`src/rtl/pc_fetch_stage.sv`:
```
// pc_fetch_stage: MIPS32 instruction fetch with boot cycle, branch redirect/flush, stall and halt.
module pc_fetch_stage #(
  parameter int ADDR_W = 12,
  parameter int DATA_W = 32,
  parameter logic [ADDR_W-1:0] RESET_PC = '0,
  parameter logic [DATA_W-1:0] NOP_INSTR = '0,
  parameter logic [5:0] HALT_OPCODE = 6'b111111
) (
  input  logic              clk,
  input  logic              rst,
  input  logic [ADDR_W-1:0] npc_in,
  input  logic [DATA_W-1:0] imem_data,
  input  logic              branch_taken,
  input  logic [ADDR_W-1:0] branch_target,
  input  logic              stall,
  output logic [ADDR_W-1:0] pc_out,
  output logic [DATA_W-1:0] if_id_instr,
  output logic [ADDR_W-1:0] if_id_npc,
  output logic              if_id_valid,
  output logic              halted,
  output logic              misalign_err
);
  typedef enum logic [1:0] {BOOT, RUN, HALT} state_t;
  localparam logic [ADDR_W-1:0] BOOT_NPC = RESET_PC + ADDR_W'(4);
  state_t state;
  logic [ADDR_W-1:0] redir_pc;
  logic is_halt;
  assign redir_pc = {branch_target[ADDR_W-1:2], 2'b00};
  assign is_halt = imem_data[DATA_W-1:DATA_W-6] == HALT_OPCODE;
  always_ff @(posedge clk or posedge rst) begin
    if (rst) begin
      state        <= BOOT;
      pc_out       <= RESET_PC;
      if_id_instr  <= NOP_INSTR;
      if_id_npc    <= '0;
      if_id_valid  <= 1'b0;
      halted       <= 1'b0;
      misalign_err <= 1'b0;
    end else if (state == BOOT) begin
      // npc_in is stale until the adder has seen a PC change, so use the internal +4
      if (!stall) begin
        if_id_instr <= imem_data;
        if_id_npc   <= BOOT_NPC;
        if_id_valid <= 1'b1;
        pc_out      <= BOOT_NPC;
        state       <= RUN;
      end
    end else if (branch_taken) begin
      pc_out      <= redir_pc;
      if_id_instr <= NOP_INSTR;
      if_id_npc   <= '0;
      if_id_valid <= 1'b0;
      halted      <= 1'b0;
      state       <= RUN;
      if (branch_target[1:0] != 2'b00) misalign_err <= 1'b1;
    end else if (!stall) begin
      if (state == HALT) begin
        if_id_instr <= NOP_INSTR;
        if_id_npc   <= '0;
        if_id_valid <= 1'b0;
      end else begin
        if_id_instr <= imem_data;
        if_id_npc   <= npc_in;
        if_id_valid <= 1'b1;
        pc_out      <= is_halt ? pc_out : npc_in;
        halted      <= is_halt;
        state       <= is_halt ? HALT : RUN;
      end
    end
  end
endmodule

```
`config.mk`:
```
export PLATFORM = sky130hd
export DESIGN_NAME = pc_fetch_stage
export DESIGN_NICKNAME = d
export VERILOG_FILES = /design/src/rtl/pc_fetch_stage.sv
export SDC_FILE = /design/constraint.sdc
export NUM_CORES = 1
export LEC_CHECK = 0
export CELL_PAD_IN_SITES_DETAIL_PLACEMENT = 0
export CELL_PAD_IN_SITES_GLOBAL_PLACEMENT = 1
export CORE_UTILIZATION = 33
export CTS_CLUSTER_DIAMETER = 200
export DETAILED_ROUTE_END_ITERATION = 12
export PLACE_DENSITY_LB_ADDON = 0.1
export SLEW_MARGIN = 15
export SYNTH_ARGS = -nofsm -noshare
export SYNTH_HDL_FRONTEND = slang
export SYNTH_SLANG_ARGS = --single-unit
```
`constraint.sdc`:
```
create_clock -name clk -period 3.05 [get_ports clk]
set_input_delay 0.7625 -clock clk [delete_from_list [all_inputs] [get_ports clk]]
set_output_delay 0.7625 -clock clk [all_outputs]
set_load 0.05 [all_outputs]
```
==> implementation parameters, run 1 <==
Parameter                              Value

Final layout
  Share of post-route cells with drive strength above 1 ... 0.07553
  # fillers ... 650
  Total number of nets in the final design ... 387
  Area occupied by registers ... between 1500 and 2000 um2
  Area growth from synthesis to final layout ... 57.78%
  Antenna diode count ... 0
  Area used by multi-input combinational logic ... between 800 and 900 um2
  Final non-filler cell area ... approximately 4000 um2

Clock tree
  Register clock-pin slew on the reported worst setup and hold paths ... approximately 0.060 ns
  Number of clock sinks seen by CTS ... between 60 and 70
  Num CTS Buffers ... 9
  Total setup buffers inserted after CTS ... 0
  CTS Buffer Depth ... 2
  CTS resizes ... 0
  Count of hold-fix buffers inserted at cts ... 0
  Clock root buffer master ... sky130_fd_sc_hd__clkbuf_8
  H-tree depth ... 3
  Clk Latency, worst-skew pair ... approximately 0.33 ns
  Clock tree from TritonCTS ... yes

Worst setup path
  Depth of the most critical reg-to-reg path ... 4
  Arrival time at the worst endpoint ... approximately 1.5 ns
  Category of the worst setup path capture point ... output port
  Slack of the worst reg-to-reg path ... approximately 1.1 ns
  Source of the worst register-to-register timing path ... state[0]$_DFFE_PP0P_
  Series of cell instances along the critical path ... clkdlybuf4s50_1
  Worst endpoint required time ... roughly 2.3 ns
  Crit path buffers/inverters ... 1
  Largest fanout of any net on the critical path ... 2
  Worst setup path class ... reg2out
  Stages on worst setup path ... 1
  Kind of launch point of the worst setup path ... flip-flop
  Critical path startpoint ... if_id_npc[10]$_DFFE_PP0P_
  Cell with the largest stage delay on the worst path ... sky130_fd_sc_hd__clkdlybuf4s50_1
  Top cell family by delay on the critical path ... buffers and inverters
  Max incr delay on CP ... around 0.84 ns

Synthesis
  Post-synthesis register bit count ... 61
  EDFF count, synth ... 0
  Synth Area in XOR/XNOR ... 0
  Dominant combinational cell family by area after synthesis ... compound AO/OA/AOI/OAI gates
  Top cells by instance count after synthesis ... 61 x sky130_fd_sc_hd__dfrtp_1, 32 x sky130_fd_sc_hd__a22o_1, 25 x sky130_fd_sc_hd__nand2_1
  Most frequent cell after synthesis ... sky130_fd_sc_hd__dfrtp_1
  Fraction of synthesized cell area taken by the top area cell type ... 0.6067
  Yosys cell types ... 28
  Sequential share of the synthesized area ... 0.6067
  Fraction of the mapped netlist area in adder cells ... 0
  Simple-gate share of the synthesized area ... 0.09597
  Cell types with the largest area share after synthesis ... sky130_fd_sc_hd__dfrtp_1 61%, sky130_fd_sc_hd__a22o_1 11%, sky130_fd_sc_hd__mux2i_1 8.4%
  Synthesized instance count ... around 210
  Net count after synthesis ... around 270
  Async S/R FF share, synth ... 1.000
  Ys flop type ... sky130_fd_sc_hd__dfrtp_1
  Netlist area before placement ... about 2500 um2
  Synth Area per Inst ... 12.16 um2
  Yosys warning total ... 0
  Synth Area in Compound Gates ... 0.1721
  Multiplexer area fraction after synthesis ... 0.08354
  Dominant cell type by area after synthesis ... sky130_fd_sc_hd__dfrtp_1

Pwr
  Internal portion of total power ... around 1400 uW
  Net switching power figure ... ~640 uW
  Switching share of power ... 0.3107
  Leakage power ... about 0.0018 uW
  Clock network fraction of design power ... 0.318
  Combinational power share ... 0.251
  Maximum VDD drop ... about 0.23 mV
  Cell area power density ... roughly 520 nW/um2
  Register share of total power ... 0.431

GRT
  Total global routing overflow ... 0
  Number of global-route vias before repair ... between 1500 and 2000
  Global-route wire length before repair ... around 10000 um
  GRT Resource Usage Total ... 0.1701
  Initial antenna violation count ... 0
  Largest net degree at the start of global routing ... 43

Detailed routing
  Post-DR vias/cell ... about 4.7
  Residual DRC ... 0
  Routed wirelength normalized by instance count ... around 15 um
  Post-Route WL ... ~6600 um
  Final ANT Viol Nets ... 0
  DRT Pass-1 Iters ... 4
  Drt initial violations ... just under 90
  Routed via count ... a little over 2000

Die
  Area of the core ... ~7300 um2
  Width of the die ... 89.32 um
  Vertical extent of the die ... a little under 90 um
  Full die area ... between 7000 and 8000 um2
  Initial core utilization ... 0.3432
  I/O pin cnt ... roughly 120
  Row count ... 31

STA
  Final worst path period share ... 0.7528
  Least-Margin Pin Slew ... around 0.66 ns
  Maximum clock frequency ... 0.4355 GHz
  Setup Skew ... 0.005597 ns
  Setup repair after global routing missed its margin ... false
  Final critical delay including setup and external delays ... approximately 2.3 ns
  Final hold violation count ... 0
  Max-slew headroom ... 0.5607
  Total negative slack ... 0 ns
  Final count of negative-setup-slack endpoints ... 0
  Final slew viol count ... 0

Min path
  Worst min-delay path startpoint ... misalign_err$_DFFE_PP0P_
  Classification of the worst-slack hold path ... reg2reg
  Hold Path Cell Cnt ... 1

Outcome
  Status ... finished clean

Job
  Max_cap viols ... 0

Placement
  Half-perimeter wire length after placement ... ~4700 um
  Final weighted congestion in routability-driven placement ... between 0.7 and 0.8
  DP Area ... ~3800 um2
  Count of input and output buffers ... 118
## kinds of logic (layout without fill, tap and decap cells)
logic type      count (synthesis)  in the layout
flops                          61             61
compound gates                 56             56
simple gates                   51             51
buf+inv                        18            142
mux                            21             21
## power groups by stage
stage / Sequential (uW) / Clock (uW) / Combinational (uW)
3_3_place_gp: 907 / 0 / 519
2_1_floorplan: 1100 / 0 / 112
4_1_cts: 892 / 679 / 523
5_1_grt: 897 / 715 / 548
3_5_place_dp: 906 / 0 / 522
6_report: 891 / 658 / 518
## final timing paths
| check | endpoint |
|---|---|
| min | misalign_err$_DFFE_PP0P_ |
| max reg2reg | if_id_npc[9]$_DFFE_PP0P_ |
| min reg2reg | misalign_err$_DFFE_PP0P_ |
| min in group asynchronous | if_id_instr[20]$_DFFE_PP0P_ |
| max | if_id_npc[10] |
| max in group asynchronous | if_id_npc[0]$_DFFE_PP0P_ |
## registers in the layout, summed over array words and instances (netlist names)
register,count
misalign_err,1
pc_out,12
halted,1
if_id_instr,32
state,2
if_id_valid,1
if_id_npc,12
## cells in the final DEF, fill, tap and decap left out, types with 2 or more instances in the layout
master,netlist,routed
sky130_fd_sc_hd__dfrtp_1,61,61
sky130_fd_sc_hd__o22ai_1,2,2
sky130_fd_sc_hd__buf_4,4,5
sky130_fd_sc_hd__clkinvlp_4,0,2
sky130_fd_sc_hd__nor2b_1,3,3
sky130_fd_sc_hd__mux2i_1,21,21
sky130_fd_sc_hd__o21ai_0,5,5
sky130_fd_sc_hd__nor2_1,2,2
sky130_fd_sc_hd__clkdlybuf4s50_1,0,118
sky130_fd_sc_hd__o21ai_1,6,6
sky130_fd_sc_hd__a21oi_1,5,5
sky130_fd_sc_hd__inv_1,3,2
sky130_fd_sc_hd__and2_1,3,3
sky130_fd_sc_hd__clkbuf_8,0,12
sky130_fd_sc_hd__nand2_1,25,25
sky130_fd_sc_hd__nand3_1,13,13
sky130_fd_sc_hd__a22o_1,32,32
## per-layer routing
metal  vias up  GRT usage  routed length (um)
met5         -          0                   0
met4         0    0.07792                  96
met1       959     0.2332                3096
met3         9    0.04709                 428
li1        983          -                   -
met2        76     0.2505                3014
## final cells by class
type / count / area share
clock buffer: 12 / 0.04160
sequential: 61 / 0.3845
clock inverter: 3 / 0.005043
timing repair buffer: 124 / 0.3120
inverter: 3 / 0.002836
multi-input combinational: 128 / 0.2228
tap: 99 / 0.03120
## stage by stage
step                      setup slack [ns]  hold slack, ns  utilization  std cells  power (uW)
after floorplan                     0.7745          0.5936            -        207        1207
after global placement              0.5446          0.4603       0.5163        415        1427
after detailed placement            0.5047          0.4688       0.5163        415        1428
after CTS                           0.7284          0.4836       0.5416        430        2094
after global routing                0.6885          0.5044       0.5416        430        2160
final                               0.7539          0.4784       0.5416        430        2067
Note: power is estimated with default switching activity, not from simulation.
==> inputs of run 2 (changes only) <==
--- a/config.mk
+++ b/config.mk
@@ -7,7 +7,7 @@
 export LEC_CHECK = 0
 export CELL_PAD_IN_SITES_DETAIL_PLACEMENT = 0
 export CELL_PAD_IN_SITES_GLOBAL_PLACEMENT = 1
-export CORE_UTILIZATION = 33
+export CORE_UTILIZATION = 28
 export CTS_CLUSTER_DIAMETER = 200
 export DETAILED_ROUTE_END_ITERATION = 12
 export PLACE_DENSITY_LB_ADDON = 0.1
==> constraint.sdc (replaced) <==
create_clock -name clk -period 1.9 [get_ports clk]
set_input_delay 0.475 -clock clk [delete_from_list [all_inputs] [get_ports clk]]
set_output_delay 0.475 -clock clk [all_outputs]
set_load 0.05 [all_outputs]
==> run 2 against run 1 <==
- global-route usage decreased by 1.5 points
- sequential share of layout area is 0.45 points lower
- first-iteration DRC count decreased by 18%
- register-to-register slack worse by 0.58 ns
- sequential power increased by 62%
- die area is 17% higher
- sequential cell count unchanged
- cell area is 1.2% higher
- non-clock buffer count is 12 higher
- critical path type is now in2reg
==> implementation parameters, run 2 (same netlist as run 1, synthesis figures left out) <==
Parameter                              Value

Final layout
  Number of flip-flops in the largest register ... 32
  Largest registers ... if_id_instr: 32 flops, if_id_npc: 12 flops, pc_out: 12 flops
  Final non-filler cell area ... 4018 um2
  # fillers ... approximately 850
  Antenna diode count ... 0
  Share of post-route cells with drive strength above 1 ... 0.2791
  Total number of nets in the final design ... 399
  Area growth from synthesis to final layout ... 59.67%
  Register ranked first by flip-flop count ... if_id_instr
  Most frequent cells in the layout ... 72 x sky130_fd_sc_hd__buf_4, 61 x sky130_fd_sc_hd__dfrtp_1, 59 x sky130_fd_sc_hd__clkdlybuf4s50_1
  Area occupied by registers ... 1526 um2
  Area used by multi-input combinational logic ... around 880 um2
  Most common cell after layout, fill and taps aside ... sky130_fd_sc_hd__buf_4

Detailed routing
  Routed via count ... ~2100
  Final ANT Viol Nets ... 0
  Post-Route WL ... a little under 7000 um
  DRT Pass-1 Iters ... 4
  Drt initial violations ... 71
  Residual DRC ... 0
  Post-DR vias/cell ... between 4 and 5
  Routed wirelength normalized by instance count ... about 15 um

STA
  Final worst path period share ... 0.9101
  Final count of negative-setup-slack endpoints ... 0
  Setup Skew ... between 0.007 and 0.008 ns
  Total negative slack ... 0 ns
  Maximum clock frequency ... ~0.58 GHz
  Final critical delay including setup and external delays ... ~1.7 ns
  Max-slew headroom ... 0.7671
  Least-Margin Pin Slew ... between 0.3 and 0.4 ns
  Setup repair after global routing missed its margin ... false
  Final hold violation count ... 0
  Final slew viol count ... 0

Placement
  Final weighted congestion in routability-driven placement ... around 0.8
  DP Area ... 3792 um2
  Half-perimeter wire length after placement ... a little under 5000 um
  Count of input and output buffers ... around 120

Clock tree
  H-tree depth ... 3
  CTS Buffer Depth ... 2
  Count of hold-fix buffers inserted at cts ... 0
  Number of clock sinks seen by CTS ... 61
  Clock root buffer master ... sky130_fd_sc_hd__clkbuf_8
  CTS resizes ... 0
  Clk Latency, worst-skew pair ... around 0.34 ns
  Clock tree from TritonCTS ... yes
  Total setup buffers inserted after CTS ... 0
  Register clock-pin slew on the reported worst setup and hold paths ... approximately 0.06 ns
  Num CTS Buffers ... 9

Die
  Full die area ... between 9000 and 10000 um2
  I/O pin cnt ... 119
  Row count ... 34
  Area of the core ... just under 9000 um2
  Vertical extent of the die ... between 90 and 100 um
  Initial core utilization ... 0.2885
  Width of the die ... about 97 um

GRT
  Total global routing overflow ... 0
  Most utilized layer in the global route result ... met2
  Met2 global-route usage ... 0.2356
  Met3 usage in global routing ... 0.05058
  Initial antenna violation count ... 0
  Largest net degree at the start of global routing ... a little over 60
  GRT Resource Usage Total ... 0.1555
  Met1 global-route usage ... 0.2068
  Number of global-route vias before repair ... about 2200
  Global-route wire length before repair ... around 11000 um

Worst setup path
  Depth of the most critical reg-to-reg path ... 4
  Series of cell instances along the critical path ... clkdlybuf4s50_1 > and3b_1 > a211oi_4 > buf_12 > mux2i_1
  Max incr delay on CP ... between 0.5 and 0.6 ns
  Cell with the largest stage delay on the worst path ... sky130_fd_sc_hd__clkdlybuf4s50_1
  Worst endpoint required time ... between 2 and 2.5 ns
  Worst setup path class ... in2reg
  Slack of the worst reg-to-reg path ... 0.53 ns
  Kind of launch point of the worst setup path ... primary input
  Arrival time at the worst endpoint ... just under 2 ns
  Category of the worst setup path capture point ... flip-flop
  Largest fanout of any net on the critical path ... 11

Outcome
  Status ... finished clean

Min path
  Classification of the worst-slack hold path ... reg2reg
  Hold Path Cell Cnt ... 1

Job
  Max_cap viols ... 0

Pwr
  Overall power after layout ... about 3600 uW
  Cell area power density ... approximately 900 nW/um2
  Maximum VDD drop ... between 0.3 and 0.4 mV
  Leakage power ... 0.001997 uW
## run 2: cell count changes in the layout (fill, tap and decap cells not counted), sizes merged
cell,before,now
buf,6,77
clkdlybuf4s50,118,59
bufinv,0,2
clkinv,1,2
clkinvlp,2,1
inv,3,2
## run 2: routing by layer
metal | vias up | part of all wire
li1 | 1006 | -
met1 | 1008 | 0.47
met2 | 81 | 0.45
met3 | 8 | 0.069
met4 | 0 | 0.013
met5 | - | 0
## run 2: worst max-delay path, delay by kind of cell
kind                   cells  cell delay [ns]
AOI/OAI and AO/OA          1             0.30
buffers and inverters      2             0.77
muxes                      1             0.19
and+or+nand+nor            1             0.24
## run 2: worst paths after layout
| path | from | endpoint |
|---|---|---|
| max | branch_taken | pc_out[3]$_DFFE_PP0P_ |
| min | misalign_err$_DFFE_PP0P_ | misalign_err$_DFFE_PP0P_ |
| max reg2reg | state[1]$_DFFE_PP0P_ | pc_out[3]$_DFFE_PP0P_ |
| min reg2reg | misalign_err$_DFFE_PP0P_ | misalign_err$_DFFE_PP0P_ |
| max in group asynchronous | rst | pc_out[9]$_DFFE_PP0P_ |
| min in group asynchronous | rst | if_id_npc[7]$_DFFE_PP0P_ |
## run 2: per-stage QoR
stage	cells	util	setup WS, ns	hold WS (ns)
global route	452	0.4607	0.1034	0.5044
CTS	452	0.4607	0.1612	0.4887
finish	452	0.4607	0.1709	0.4826
floorplan	207	-	0.3782	0.5873
detailed placement	436	0.4349	-0.1835	0.4733
global placement	436	0.4349	-0.1024	0.4633
## run 2: layout make-up
cell class	instances	share of cell area
tap	108	0.03363
clock inverter	4	0.01744
clock buffer	12	0.03862
inverter	3	0.003737
timing repair buffer	136	0.3064
sequential	61	0.3799
multi-input combinational	128	0.2202
## run 2: where the power goes
part / leakage [uW] / switching [uW] / internal, uW
combinational: 0.00110 / 503 / 328
sequential: 0.000783 / 52.7 / 1390
clock: 0.000116 / 496 / 806
==> inputs of run 3 (changes only) <==
--- a/config.mk
+++ b/config.mk
@@ -5,9 +5,10 @@
 export SDC_FILE = /design/constraint.sdc
 export NUM_CORES = 1
 export LEC_CHECK = 0
+export ABC_AREA = 1
 export CELL_PAD_IN_SITES_DETAIL_PLACEMENT = 0
 export CELL_PAD_IN_SITES_GLOBAL_PLACEMENT = 1
-export CORE_UTILIZATION = 28
+export CORE_UTILIZATION = 27
 export CTS_CLUSTER_DIAMETER = 200
 export DETAILED_ROUTE_END_ITERATION = 12
 export PLACE_DENSITY_LB_ADDON = 0.1
==> run 3 against run 2 <==
- register-to-register slack about the same
- core utilization decreased by 3.8 points
- final cell count is 28% higher
- sequential power up 3%
- critical path type unchanged
- largest cell class unchanged
- largest power group unchanged
==> implementation parameters, run 3 <==
Parameter                              Value

Synthesis
  Ys flop type ... sky130_fd_sc_hd__dfrtp_1
  Yosys warning total ... 0
  Netlist area before placement ... around 2700 um2
  Simple-gate share of the synthesized area ... 0.3433
  Synth Area in XOR/XNOR ... 0
  Sequential share of the synthesized area ... 0.5614
  Synthesized instance count ... approximately 320
  Top cells by instance count after synthesis ... 98 x sky130_fd_sc_hd__nand2_1, 98 x sky130_fd_sc_hd__nand3_1, 61 x sky130_fd_sc_hd__dfrtp_1
  Synth Area in Compound Gates ... 0.03543
  Dominant combinational cell family by area after synthesis ... simple AND/OR/NAND/NOR gates
  Yosys cell types ... 20
  Net count after synthesis ... 381
  Multiplexer area fraction after synthesis ... 0
  EDFF count, synth ... 0
  Post-synthesis register bit count ... approximately 60
  Fraction of the mapped netlist area in adder cells ... 0
  Async S/R FF share, synth ... 1.000
  Cell types with the largest area share after synthesis ... sky130_fd_sc_hd__dfrtp_1 56%, sky130_fd_sc_hd__nand3_1 18%, sky130_fd_sc_hd__nand2_1 14%
  Dominant cell type by area after synthesis ... sky130_fd_sc_hd__dfrtp_1
  Synth Area per Inst ... roughly 8.5 um2
  Fraction of synthesized cell area taken by the top area cell type ... 0.5614

GRT
  Total global routing overflow ... 0
  Met1 global-route usage ... 0.2371
  Global-route wire length before repair ... roughly 14000 um
  Most utilized layer in the global route result ... met2
  Met2 global-route usage ... 0.2633
  GRT Resource Usage Total ... 0.1721
  Initial antenna violation count ... 0
  Met3 usage in global routing ... 0.04993
  Number of global-route vias before repair ... ~2600
  Largest net degree at the start of global routing ... 62

Worst setup path
  Source of the worst register-to-register timing path ... state[0]$_DFFE_PP0P_
  Slack of the worst reg-to-reg path ... approximately 0.53 ns
  Critical path startpoint ... branch_taken
  Largest fanout of any net on the critical path ... 13
  Worst setup path class ... in2reg
  Category of the worst setup path capture point ... flip-flop
  Depth of the most critical reg-to-reg path ... 6
  Kind of launch point of the worst setup path ... primary input
  Arrival time at the worst endpoint ... roughly 1.8 ns
  Endpoint of the worst register-to-register path ... if_id_npc[11]$_DFFE_PP0P_
  Capturing element of the worst setup path ... state[0]$_DFFE_PP0P_
  Worst endpoint required time ... 2.09 ns

STA
  Setup Skew ... just over 0.008 ns
  Total negative slack ... 0 ns
  Final count of negative-setup-slack endpoints ... 0
  Max-slew headroom ... 0.7229
  Final worst setup slack ... around 0.33 ns
  Final critical delay including setup and external delays ... ~1.6 ns
  Final worst path period share ... 0.8237
  Final slew viol count ... 0
  Setup repair after global routing missed its margin ... false
  Final hold violation count ... 0
  Least-Margin Pin Slew ... 0.4146 ns
  Maximum clock frequency ... about 0.64 GHz

Pwr
  Internal portion of total power ... between 2000 and 2500 uW
  Cell area power density ... between 900 and 1000 nW/um2
  Overall power after layout ... between 3000 and 4000 uW
  Clock network fraction of design power ... 0.305
  Maximum VDD drop ... ~0.34 mV
  Net switching power figure ... 1313 uW
  Register share of total power ... 0.398
  Combinational power share ... 0.297
  Leakage power ... around 0.0021 uW
  Switching share of power ... 0.3509

Final layout
  Largest registers ... if_id_instr: 32 flops, if_id_npc: 12 flops, pc_out: 12 flops
  Share of post-route cells with drive strength above 1 ... 0.2207
  Most frequent cells in the layout ... 98 x sky130_fd_sc_hd__nand2_1, 98 x sky130_fd_sc_hd__nand3_1, 69 x sky130_fd_sc_hd__buf_4
  Utilization after layout ... 0.4229
  Register ranked first by flip-flop count ... if_id_instr
  Area occupied by registers ... 1526 um2
  Antenna diode count ... 0
  Number of flip-flops in the largest register ... 32
  Total number of nets in the final design ... 500
  Area growth from synthesis to final layout ... 52.05%
  Area used by multi-input combinational logic ... 1030 um2
  Final non-filler cell area ... roughly 4100 um2
  # fillers ... 1029

Die
  Width of the die ... 102.4 um
  Row count ... 36
  Initial core utilization ... 0.2782
  I/O pin cnt ... 119
  Vertical extent of the die ... about 100 um
  Full die area ... around 10000 um2
  Area of the core ... around 9800 um2

Placement
  Half-perimeter wire length after placement ... approximately 5800 um
  Setup Slack @ Placement ... -0.01947 ns
  Final weighted congestion in routability-driven placement ... slightly below 0.8
  DP Area ... 3944 um2
  Count of input and output buffers ... 118

Clock tree
  Total setup buffers inserted after CTS ... 0
  Clock root buffer master ... sky130_fd_sc_hd__clkbuf_8
  Clk Latency, worst-skew pair ... between 0.3 and 0.4 ns
  Num CTS Buffers ... 9
  CTS resizes ... 0
  Clock tree from TritonCTS ... yes
  Register clock-pin slew on the reported worst setup and hold paths ... roughly 0.06 ns
  H-tree depth ... 3
  CTS Buffer Depth ... 2
  Count of hold-fix buffers inserted at cts ... 0
  Number of clock sinks seen by CTS ... between 60 and 70

Detailed routing
  Drt initial violations ... 77
  Post-DR vias/cell ... around 4.6
  DRT Pass-1 Iters ... 4
  Residual DRC ... 0
  Routed wirelength normalized by instance count ... approximately 15 um
  Post-Route WL ... roughly 8400 um
  Routed via count ... approximately 2700
  Final ANT Viol Nets ... 0

Min path
  Worst min-delay path startpoint ... pc_out[6]$_DFFE_PP0P_
  Classification of the worst-slack hold path ... reg2reg

Job
  Max_cap viols ... 0

Outcome
  Status ... finished clean
==> run 3: how the worst min path moves through the flow <==
stage | end | cells after the start
floorplan | state[1]$_DFFE_PP0P_ | 2
global placement | pc_out[7]$_DFFE_PP0P_ | 2
detailed placement | pc_out[6]$_DFFE_PP0P_ | 2
CTS | pc_out[7]$_DFFE_PP0P_ | 2
global route | pc_out[8]$_DFFE_PP0P_ | 2
finish | pc_out[6]$_DFFE_PP0P_ | 2
==> run 3: final cells by class <==
class | instances | area share
Clock buffer | 11 | 0.03420
Clock inverter | 4 | 0.01180
Inverter | 9 | 0.009080
Multi-Input combinational cell | 227 | 0.2491
Sequential cell | 61 | 0.3692
Tap cell | 133 | 0.04025
Timing Repair Buffer | 132 | 0.2863
==> run 3: critical path, stage by stage <==
cell and delay (ns):
sky130_fd_sc_hd__clkdlybuf4s50_1 0.51, sky130_fd_sc_hd__inv_2 0.11, sky130_fd_sc_hd__nand2_1 0.06, sky130_fd_sc_hd__nor2_2 0.12, sky130_fd_sc_hd__nand3_2 0.10, sky130_fd_sc_hd__nand2_2 0.25
sky130_fd_sc_hd__o21ai_0 0.13
==> run 3: through the flow <==
| stage | std cells | hold WS, ns |
|---|---|---|
| 2_1_floorplan | 321 | 0.5464 |
| 3_5_place_dp | 562 | 0.4608 |
| 3_3_place_gp | 562 | 0.4609 |
| 6_report | 577 | 0.4700 |
| 5_1_grt | 577 | 0.4935 |
| 4_1_cts | 577 | 0.4768 |
==> run 3: kinds of logic (layout without fill, tap and decap cells) <==
logic type | count (synthesis) | after routing
compound gates | 18 | 18
buf+inv | 33 | 156
flops | 61 | 61
simple gates | 209 | 209
==> run 3: power groups by stage <==
stage	clock [uW]	combinational (uW)	sequential, uW
floorplan	0	266	1920
finish	1140	1110	1490
global route	1260	1190	1510
global placement	0	1130	1510
detailed placement	0	1130	1510
CTS	1180	1130	1490
==> run 3: routing by layer <==
metal,up-vias,routed length (um)
li1,1293,-
met1,1269,3855
met2,91,3911
met3,4,605
met4,0,43
met5,-,0
